--- src/rtl/regfile_wb_arbiter_pkg.sv ---
// Shared core constants for the register-file writeback arbiter.
// Requester indices double as the grant_last encoding.
package regfile_wb_arbiter_pkg;

  localparam int unsigned XLEN = 32;
  localparam int unsigned AW   = 5;

  localparam int unsigned NUM_REQ = 2;

  localparam logic REQ_ALU = 1'b0;
  localparam logic REQ_LSU = 1'b1;

endpackage

--- src/rtl/regfile_wb_arbiter_rr_arb2.sv ---
// Two-way round-robin grant: a lone request always wins; on contention
// the requester other than the most recent winner wins.
module rr_arb2 (
  input  logic [1:0] req,
  input  logic       last,
  output logic [1:0] gnt
);

  always_comb begin
    gnt = 2'b00;
    case (req)
      2'b01:   gnt = 2'b01;
      2'b10:   gnt = 2'b10;
      2'b11:   gnt = last ? 2'b01 : 2'b10;
      default: gnt = 2'b00;
    endcase
  end

endmodule

--- src/rtl/regfile_wb_arbiter.sv ---
// Arbitrates ALU and LSU writebacks onto one registered register-file
// write port and exposes combinational bypass of the in-flight write.
module regfile_wb_arbiter #(
  parameter int unsigned XLEN = regfile_wb_arbiter_pkg::XLEN,
  parameter int unsigned AW   = regfile_wb_arbiter_pkg::AW
) (
  input  logic            clk,
  input  logic            rst_n,
  input  logic            alu_valid,
  input  logic [AW-1:0]   alu_addr,
  input  logic [XLEN-1:0] alu_data,
  output logic            alu_ready,
  input  logic            lsu_valid,
  input  logic [AW-1:0]   lsu_addr,
  input  logic [XLEN-1:0] lsu_data,
  output logic            lsu_ready,
  output logic            we2,
  output logic [AW-1:0]   wa3,
  output logic [XLEN-1:0] wd3,
  input  logic [AW-1:0]   ra1,
  input  logic [AW-1:0]   ra2,
  output logic            byp1_hit,
  output logic [XLEN-1:0] byp1_data,
  output logic            byp2_hit,
  output logic [XLEN-1:0] byp2_data,
  output logic            grant_last
);

  import regfile_wb_arbiter_pkg::*;

  logic [1:0]      req_c;
  logic [1:0]      gnt_c;
  logic            idle_c;
  logic            xfer_c;
  logic            sel_lsu_c;

  logic            we2_q, we2_d;
  logic [AW-1:0]   wa3_q, wa3_d;
  logic [XLEN-1:0] wd3_q, wd3_d;
  logic            grant_last_q, grant_last_d;

  assign req_c = {lsu_valid, alu_valid};

  rr_arb2 u_rr_arb2 (
    .req  (req_c),
    .last (grant_last_q),
    .gnt  (gnt_c)
  );

  // With nobody asking, both readies sit high; no transfer can result.
  assign idle_c    = ~|req_c;
  assign alu_ready = gnt_c[REQ_ALU] | idle_c;
  assign lsu_ready = gnt_c[REQ_LSU] | idle_c;
  assign xfer_c    = |gnt_c;
  assign sel_lsu_c = gnt_c[REQ_LSU];

  // Writes to x0 still occupy the port but never assert the enable.
  always_comb begin
    we2_d        = 1'b0;
    wa3_d        = wa3_q;
    wd3_d        = wd3_q;
    grant_last_d = grant_last_q;
    if (xfer_c) begin
      wa3_d        = sel_lsu_c ? lsu_addr : alu_addr;
      wd3_d        = sel_lsu_c ? lsu_data : alu_data;
      we2_d        = (wa3_d != '0);
      grant_last_d = sel_lsu_c ? REQ_LSU : REQ_ALU;
    end
  end

  always_ff @(posedge clk or negedge rst_n) begin
    if (!rst_n) begin
      we2_q        <= 1'b0;
      wa3_q        <= '0;
      wd3_q        <= '0;
      grant_last_q <= REQ_LSU;
    end else begin
      we2_q        <= we2_d;
      wa3_q        <= wa3_d;
      wd3_q        <= wd3_d;
      grant_last_q <= grant_last_d;
    end
  end

  assign we2        = we2_q;
  assign wa3        = wa3_q;
  assign wd3        = wd3_q;
  assign grant_last = grant_last_q;

  assign byp1_hit  = we2_q && (ra1 == wa3_q) && (ra1 != '0);
  assign byp1_data = byp1_hit ? wd3_q : '0;
  assign byp2_hit  = we2_q && (ra2 == wa3_q) && (ra2 != '0);
  assign byp2_data = byp2_hit ? wd3_q : '0;

endmodule

--- config.mk ---
export PLATFORM = sky130hd
export DESIGN_NAME = regfile_wb_arbiter
export DESIGN_NICKNAME = d
export VERILOG_FILES = /design/src/rtl/regfile_wb_arbiter_pkg.sv /design/src/rtl/regfile_wb_arbiter_rr_arb2.sv /design/src/rtl/regfile_wb_arbiter.sv
export SDC_FILE = /design/constraint.sdc
export NUM_CORES = 1
export LEC_CHECK = 0
export BUFFER_PORTS_ARGS = -buffer_cell sky130_fd_sc_hd__buf_2
export CAP_MARGIN = 25
export CORE_MARGIN = 1
export CORE_UTILIZATION = 44
export CTS_BUF_LIST = sky130_fd_sc_hd__clkbuf_8
export DETAILED_ROUTE_END_ITERATION = 12
export HOLD_SLACK_MARGIN = 0.03
export PLACE_DENSITY = 0.82
export SLEW_MARGIN = 20
export SYNTH_ARGS = -nofsm -noshare
export SYNTH_HDL_FRONTEND = slang
export SYNTH_SLANG_ARGS = --single-unit
--- constraint.sdc ---
create_clock -name clk -period 2.6 [get_ports clk]
set_input_delay 0.26 -clock clk [delete_from_list [all_inputs] [get_ports clk]]
set_output_delay 0.26 -clock clk [all_outputs]
set_load 0.005 [all_outputs]
Word level (Yosys, flattened, before mapping)

Index checks and enable logic that the tools add are counted.

Eq/ne operators: 5
Mux-type cells: 8
Bitwise logic cells: 2
Reductions and logical operators: 10

Operators with widths:

| kind                                          | count |
|---|---|
| 2-to-1 mux 32 bit                             | 3 |
| nonzero test 5 bit                            | 3 |
| == test 5 bit                                 | 2 |
| case mux 2 bit (3 select lines)               | 1 |
| 2-to-1 mux 5 bit                              | 1 |
| == test 2 bit, second input constant          | 2 |
| logical AND 1 bit                             | 4 |
| OR reduction 2 bit                            | 2 |
| == test 2 x 1 -> 1 bit, second input constant | 1 |
| 2-to-1 mux 1 bit                              | 2 |
| 2-to-1 mux 2 bit                              | 1 |
| bitwise OR 1 bit                              | 2 |
| zero test 1 bit                               | 1 |

Flip-flop bits (word level): 39
Input port bits: 88

Logic depth before layout (Yosys ltp)

Gate-level depths: netlist of the first run.

Depth in word-level cells: 5
Mapped depth: 6
Mapped depth without buffers: 3

Hierarchy

A second synthesis of the first run with hierarchy kept.

Cells, all modules: 311
Area, all modules: 2553.7 um^2

By module, submodules not included:

| module             | instances | cells an instance | area each (um^2) | sequential area each (um^2) |
|---|---|---|---|---|
| regfile_wb_arbiter | 1         | 308               | 2534.9           | 977.2 |
| rr_arb2            | 1         | 3                 | 18.8             | 0.0 |

Worst setup path before layout of the first run

Ideal clock, no wire load.

Path type: register -> register
Start point: reg grant_last_q (netlist: grant_last)
End point: reg wd3_q[0] (netlist: wd3[0])
Library setup time: 123 ps
Arrival: 1436 ps
Data required time: 2477 ps
Path slack: 1041 ps
Cell stages (with the launch flop): 7
Buffers on the path: 3
Period minus slack after synthesis: 1559 ps
Path through: dfstp_2 > buf_4 > nand2b_4 > nand2_1 > buf_4 > buf_2 > o221a_2

Longest elaborated chain between the ends: 3

RTL lines:

| item                                                           | RTL line                                           | RTL |
|---|---|---|
| start: declaration                                             | regfile_wb_arbiter.sv:40                           | `logic grant_last_q, grant_last_d;` |
| start signal: assignment                                       | regfile_wb_arbiter.sv:81                           | `grant_last_q <= grant_last_d;` |
| 2-to-1 mux 2 bit (*)                                           | regfile_wb_arbiter_rr_arb2.sv:14                   | `2'b11: gnt = last ? 2'b01 : 2'b10;` |
| case mux 2 bit (3 select lines) (*)                            | regfile_wb_arbiter_rr_arb2.sv:11                   | `case (req)` |
| 2-to-1 mux 32 bit / OR reduction 2 bit (equally long branches) | regfile_wb_arbiter.sv:65, regfile_wb_arbiter.sv:54 |  |
| end signal: assignment                                         | regfile_wb_arbiter.sv:80                           | `wd3_q <= wd3_d;` |
| end: declaration                                               | regfile_wb_arbiter.sv:39                           | `logic [XLEN-1:0] wd3_q, wd3_d;` |

Mark *: on every way between the ends. The rest lies on a longest branch, timed or not.
A chain may end at the register's enable or synchronous reset.

Final worst setup path of the first run

Start point: reg wa3_q[2] (netlist: wa3[2])
End point: out byp2_data[26]

Longest elaborated chain between the ends: 4

RTL lines:

| item                            | RTL line                 | RTL |
|---|---|---|
| start: declaration              | regfile_wb_arbiter.sv:38 | `logic [AW-1:0] wa3_q, wa3_d;` |
| start signal: assignment        | regfile_wb_arbiter.sv:79 | `wa3_q <= wa3_d;` |
| == test 5 bit                   | regfile_wb_arbiter.sv:92 | `assign byp2_hit = we2_q && (ra2 == wa3_q) && (ra2 != '0);` |
| logical AND 1 bit (2 in series) | regfile_wb_arbiter.sv:92 |  |
| 2-to-1 mux 32 bit               | regfile_wb_arbiter.sv:93 | `assign byp2_data = byp2_hit ? wd3_q : '0;` |
| end: declaration                | regfile_wb_arbiter.sv:25 | `output logic [XLEN-1:0] byp2_data,` |

No other way between the ends.

==> reports/qor.csv, run 1 <==
metric,value,unit
ys_warn_count,0,
pwr_density_cell,505,nW/um2
crit_family,simple AND/OR/NAND/NOR gates,
fin_worst_skew,0.00962,ns
cpPeakStageDelay,0.43,ns
drt_iter0_markers,167,
post-route-period-util,90.0,%
grt_pass1_vias,3189,
total_power,0.00216,W
syn_nets,406,
wl_met2,5100,um
highest_layer,met4,
layout-drive-gt1-share,58.8,%
dieArea,7410,um2
design.core.area,6790,um2
fin_tns_setup,0,ns
grt_max_degree,41,
cp-end-kind,primary output,
floorplan.initialDensity,45.8,%
synth-edff-count,0,
place_congestion,0.796,
cap_violations,0,
max_slew.worst_pin.slew,0.873,ns
path_cells,"xnor2_1, nand2_1, buf_12, nor4b_1, buf_2",
setup_viol,0,
cts_tree,built,
gr-usage-all-layers,27.3,%
ctsLongestPathBuffers,2,
htree_levels,2,
path_class,reg2out,
drc,0,
cp.required,2.34,ns
final_antenna_net_count,0,
worstHoldPathType,in2async,
grt_pass1_wl,15900,um
cts_setup_buffers,0,
max_slew_margin,41.8,%
diodes,0,
nets,584,
path_clk_slew,0.08,ns
nFillCells,606,
io_pins,195,
setup_ws,0.259,ns
cp_slowest_cell,dfrtp_1,
vias_per_cell,5.79,
wl_per_cell,17.4,um
cp_max_fo,21,
post_cts_resized,0,
hold_viol_final,0,
synthFlopType,dfrtp_1,
avgSynthCellArea,9.78,um2
area_growth,37.4,%
fp.dieW,86.1,um
critPathBufInv,2,
leakage,2.00,nW
startpoint_type,flip-flop,
wl_met1,4310,um
outcome,"complete, no violations",
synth_cell_types,26,
port-buffer-count,194,
period_needed,2.34,ns
dr.pass1.iters,4,
netlist_instances,318,
yosysSeqAreaShare,31.4,%
clock_latency,0.29,ns
cts.sinks,39,
cts_hold_buf,0,
cts_buffers,5,
routed_wl,10300,um
synth_seq_cells,39,
clockRootBuffer,clkbuf_8,
die_h,86.1,um
arrival,2.08,ns
num_rows,30,
ir_worst_vdd,0.234,mV
netlist_area,3110,um2
async_reset_ff_share,100,%
antenna_found_initial,0,
dp_hpwl,7510,um
slew_violations,0,
route.met3.wl,762,um
pre_cts_slack,0.576,ns
rsz0062_at_grt,false,
vias,3432,
grt_overflow,0,
fmaxAchievable,427,MHz
-- final cells by class --
| cell class | instances | area, um2 | share of cell area, % |
|---|---|---|---|
| Clock buffer | 5 | 68.8 | 1.61 |
| Clock inverter | 3 | 67.6 | 1.58 |
| Timing Repair Buffer | 209 | 1110 | 26.0 |
| Multi-Input combinational cell | 240 | 1930 | 45.1 |
| Tap cell | 96 | 120 | 2.81 |
| Inverter | 1 | 3.75 | 0.0879 |
| Sequential cell | 39 | 977 | 22.9 |
-- cells in the mapped netlist, drive strengths merged (3+ instances only) --
| library cell | count | area (um2) |
|---|---|---|
| xnor2 | 8 | 70.1 |
| nand3 | 3 | 15.0 |
| a211o | 5 | 43.8 |
| clkbuf | 24 | 90.1 |
| or2 | 32 | 200 |
| nor2 | 4 | 15.0 |
| nand2 | 5 | 18.8 |
| or4 | 4 | 37.5 |
| nand2b | 33 | 214 |
| nor4b | 63 | 552 |
| buf | 14 | 113 |
| dfrtp | 38 | 951 |
| nor2b | 5 | 31.3 |
| o221a | 37 | 417 |
| a21o | 32 | 240 |
| nor3 | 3 | 15.0 |
-- worst paths after layout --
kind | slack [ns] | cells after the start | from | endpoint
worst max-delay path | 0.26 | 5 | wa3[2] | byp2_data[26]
max in group asynchronous | 1.96 | 1 | rst_n | wd3[21]
worst min register to register | 0.66 | 2 | grant_last | grant_last
min in group clk | 0.25 | 2 | alu_data[10] | wd3[10]
worst max register to register | 0.97 | 4 | grant_last | wd3[30]
worst min-delay path | 0.08 | 1 | rst_n | wd3[10]
-- per-layer routing --
layer | vias to the layer above | track usage, %
li1 | 1575 | -
met1 | 1668 | 34.1
met2 | 176 | 47.7
met3 | 13 | 5.97
met4 | 0 | 6.82
met5 | - | 0
-- cell families after synthesis --
| logic type | Yosys count | share of synthesized area [%] |
|---|---|---|
| AO/OA/AOI/OAI | 78 | 23.9 |
| buffers and inverters | 39 | 6.64 |
| flip-flops | 39 | 31.4 |
| AND/OR/NAND/NOR | 154 | 35.7 |
| XOR/XNOR | 8 | 2.25 |
-- registers in the layout, indices dropped and copies added (netlist names) --
register and flops:
wa3 5, grant_last 1, wd3 32, we2 1
-- cells in the final DEF, fill, tap and decap left out, drive strengths merged --
| cell type | netlist | layout |
|---|---|---|
| nand2 | 5 | 5 |
| clkinvlp | 0 | 1 |
| o21ai | 1 | 1 |
| buf | 14 | 209 |
| or4 | 4 | 4 |
| nor4b | 63 | 63 |
| clkbuf | 24 | 5 |
| a21oi | 2 | 2 |
| dfstp | 1 | 1 |
| nor2b | 5 | 5 |
| dfrtp | 38 | 38 |
| bufinv | 0 | 2 |
| a211o | 5 | 5 |
| o221a | 37 | 37 |
| nor3 | 3 | 3 |
| nor2 | 4 | 4 |
| inv | 1 | 1 |
| nand3 | 3 | 3 |
| or2 | 32 | 32 |
| o22ai | 1 | 1 |
| nand2b | 33 | 33 |
| and2 | 2 | 2 |
| a21o | 32 | 32 |
| xnor2 | 8 | 8 |
-- power by group --
group / switching, W / internal, W
clock network: 0.000224 / 0.000383
registers: 0.0000824 / 0.000689
logic: 0.000397 / 0.000383
total: 0.000703 / 0.00146
-- stage by stage --
stage	utilization, %	hold WS [ns]	instance area, um2	std cells
floorplan	-	-0.0356	3110	318
global placement	60.9	0.432	4140	585
detailed placement	60.9	0.432	4140	585
CTS	62.9	0.108	4270	593
global route	62.9	0.141	4270	593
finish	62.9	0.0756	4270	593
(Power assumes the default switching activity.)
==> run 2: changes to the inputs <==
- CORE_ASPECT_RATIO: unset -> 1.75
==> run 2 against run 1 <==
Against the previous run: hold slack better by 0.027 ns; register-to-register slack lost 0.13 ns; clock skew down 0.0064 ns; setup slack better by 0.24 ns; non-clock buffer count is 1 lower; largest cell class unchanged; critical endpoint is now byp1_data[15]; clock-buffer cell count increased by 2; core utilization decreased by 1.8 points; sequential power barely moved; sequential share of layout area grew 0.46 points.
==> reports/qor.csv, run 2 (synthesis results as in run 1) <==
metric,value,unit,change
pre_cts_slack,0.658,ns,+0.0816 ns
worstHoldPathType,in2async,,
grt_pass1_vias,3342,,+4.8%
cp.required,2.34,ns,about the same
gr-usage-met3,3.53,%,-2.4 points
layout_commonest_cell,buf_2,,
max_slew_margin,40.0,%,-1.8 points
cts_buffers,5,,unchanged
dieArea,7420,um2,+0.18%
period_needed,2.10,ns,-0.236 ns
placed_cells,572,,-2.2%
wl_per_cell,18.1,um,+4.0%
vias_per_cell,5.91,,+2.1%
grt_max_degree,47,,+15%
rsz0062_at_grt,false,,
outcome,"complete, no violations",,
arrival,1.84,ns,-0.24 ns
grt-busiest-layer,met2,,
floorplan.initialDensity,45.3,%,-0.42 points
dr.pass1.iters,4,,unchanged
clkPwrFrac,22.6,%,-5.5 points
num_rows,40,,+33%
fin_worst_skew,0.00324,ns,-0.00638 ns
fin_tns_setup,0,ns,unchanged
cp-end-kind,primary output,,
power_frac_comb,38.5,%,+2.4 points
grt_pass1_wl,16300,um,+2.2%
final_cell_mix,"buf_2, nor4b_1, dfrtp_1",,
swShare,34.6,%,+2.0 points
grt_use_met1,30.8,%,-3.3 points
r2r-start,grant_last,,
p_int,0.00130,W,-11%
post-route-period-util,80.9,%,-9.1 points
place_congestion,0.832,,+4.6%
cts_hold_buf,0,,unchanged
port-buffer-count,194,,unchanged
layout-drive-gt1-share,58.5,%,-0.28 points
path_clk_slew,0.07,ns,about the same
io_pins,195,,unchanged
path_class,reg2out,,
fmaxAchievable,475,MHz,+11%
die_h,113,um,+32%
routed_wl,10500,um,+1.7%
grtUsageMet2,52.9,%,+5.2 points
p_sw,0.000685,W,-2.5%
ff2ff_setup_slack,0.84,ns,-0.13 ns
leakage,1.98,nW,-1.1%
pwr_density_cell,473,nW/um2,-6.4%
drc,0,,unchanged
slew_violations,0,,unchanged
drt_iter0_markers,231,,+38%
gr-usage-all-layers,28.2,%,+0.84 points
area_growth,34.7,%,
total_power,0.00198,W,-8.2%
design.core.area,6860,um2,+0.92%
clock_latency,0.28,ns,about the same
nets,583,,-0.17%
seq_power_share,39.0,%,+3.3 points
setup_viol,0,,unchanged
ctsLongestPathBuffers,2,,unchanged
cap_violations,0,,unchanged
ir_worst_vdd,0.372,mV,+59%
grt_overflow,0,,unchanged
max_slew.worst_pin.slew,0.900,ns,+0.0270 ns
diodes,0,,unchanged
htree_levels,2,,unchanged
r2r-end,wd3[1],,
dp_hpwl,7290,um,-3.0%
startpoint_type,flip-flop,,
final_antenna_net_count,0,,unchanged
cts_setup_buffers,0,,unchanged
clockRootBuffer,clkbuf_8,,
cts_tree,built,,
vias,3427,,-0.15%
setup_ws,0.495,ns,+0.236 ns
reg2regPathDepth,4,,unchanged
cts.sinks,39,,unchanged
fp.dieW,65.5,um,-24%
antenna_found_initial,0,,unchanged
hold_ws,0.103,ns,+0.0270 ns
instances_no_fill,580,,-2.2%
post_cts_resized,0,,unchanged
cp_max_fo,33,,+57%
largest_reg_flops,32,,unchanged
hold_viol_final,0,,unchanged
run 2: cell count changes in the layout (fill, tap and decap cells not counted), sizes merged:
| cell | delta |
|---|---|
| clkbuf | +2 |
| inv | +1 |
| clkinvlp | -1 |
| bufinv | -2 |
| buf | -1 |
run 2: per-stage QoR:
stage          utilization, %  area (um2)
5_1_grt                  61.1        4190
3_5_place_dp             59.6        4090
3_3_place_gp             59.6        4090
4_1_cts                  61.1        4190
2_1_floorplan               -        3110
6_report                 61.1        4190
run 2: how the worst max path moves through the flow:
stage	to	from	slack, ns
final	byp1_data[15]	wa3[4]	0.50
after floorplan	wd3[0]	grant_last	1.04
after global placement	byp1_data[1]	ra1[0]	0.70
after CTS	byp2_data[24]	wa3[4]	0.52
after global routing	byp2_data[16]	wa3[4]	0.39
after detailed placement	byp2_data[22]	ra2[0]	0.66
run 2: layout make-up:
class                   count  area [um2]
fillers                   622        2670
multi-input cells         240        1930
repair buffers            208        1080
flip-flops and latches     39         977
well taps                  84         105
clock buffers               7        96.3
clock inverters             1        3.75
inverters                   1        3.75
run 2: power by group through the flow:
stage	Sequential, W	Clock [W]	Combinational (W)
2_1_floorplan	0.000768	0	0.000476
3_3_place_gp	0.000779	0	0.000735
3_5_place_dp	0.000781	0	0.000761
4_1_cts	0.000770	0.000458	0.000762
5_1_grt	0.000782	0.000496	0.000823
6_report	0.000771	0.000447	0.000762
run 2: layer usage:
layer | part of all wire [%] | up-vias | wire length (um)
li1 | - | 1570 | -
met1 | 37 | 1695 | 3880
met2 | 56 | 142 | 5860
met3 | 4.3 | 20 | 448
met4 | 2.8 | 0 | 297
met5 | 0 | - | 0
run 2: critical path, cell delays in order (launching register included):
cell,delay (ns)
dfrtp_1,0.43
nor2_1,0.22
a21oi_4,0.08
buf_4,0.26
nor4b_1,0.40
buf_2,0.18
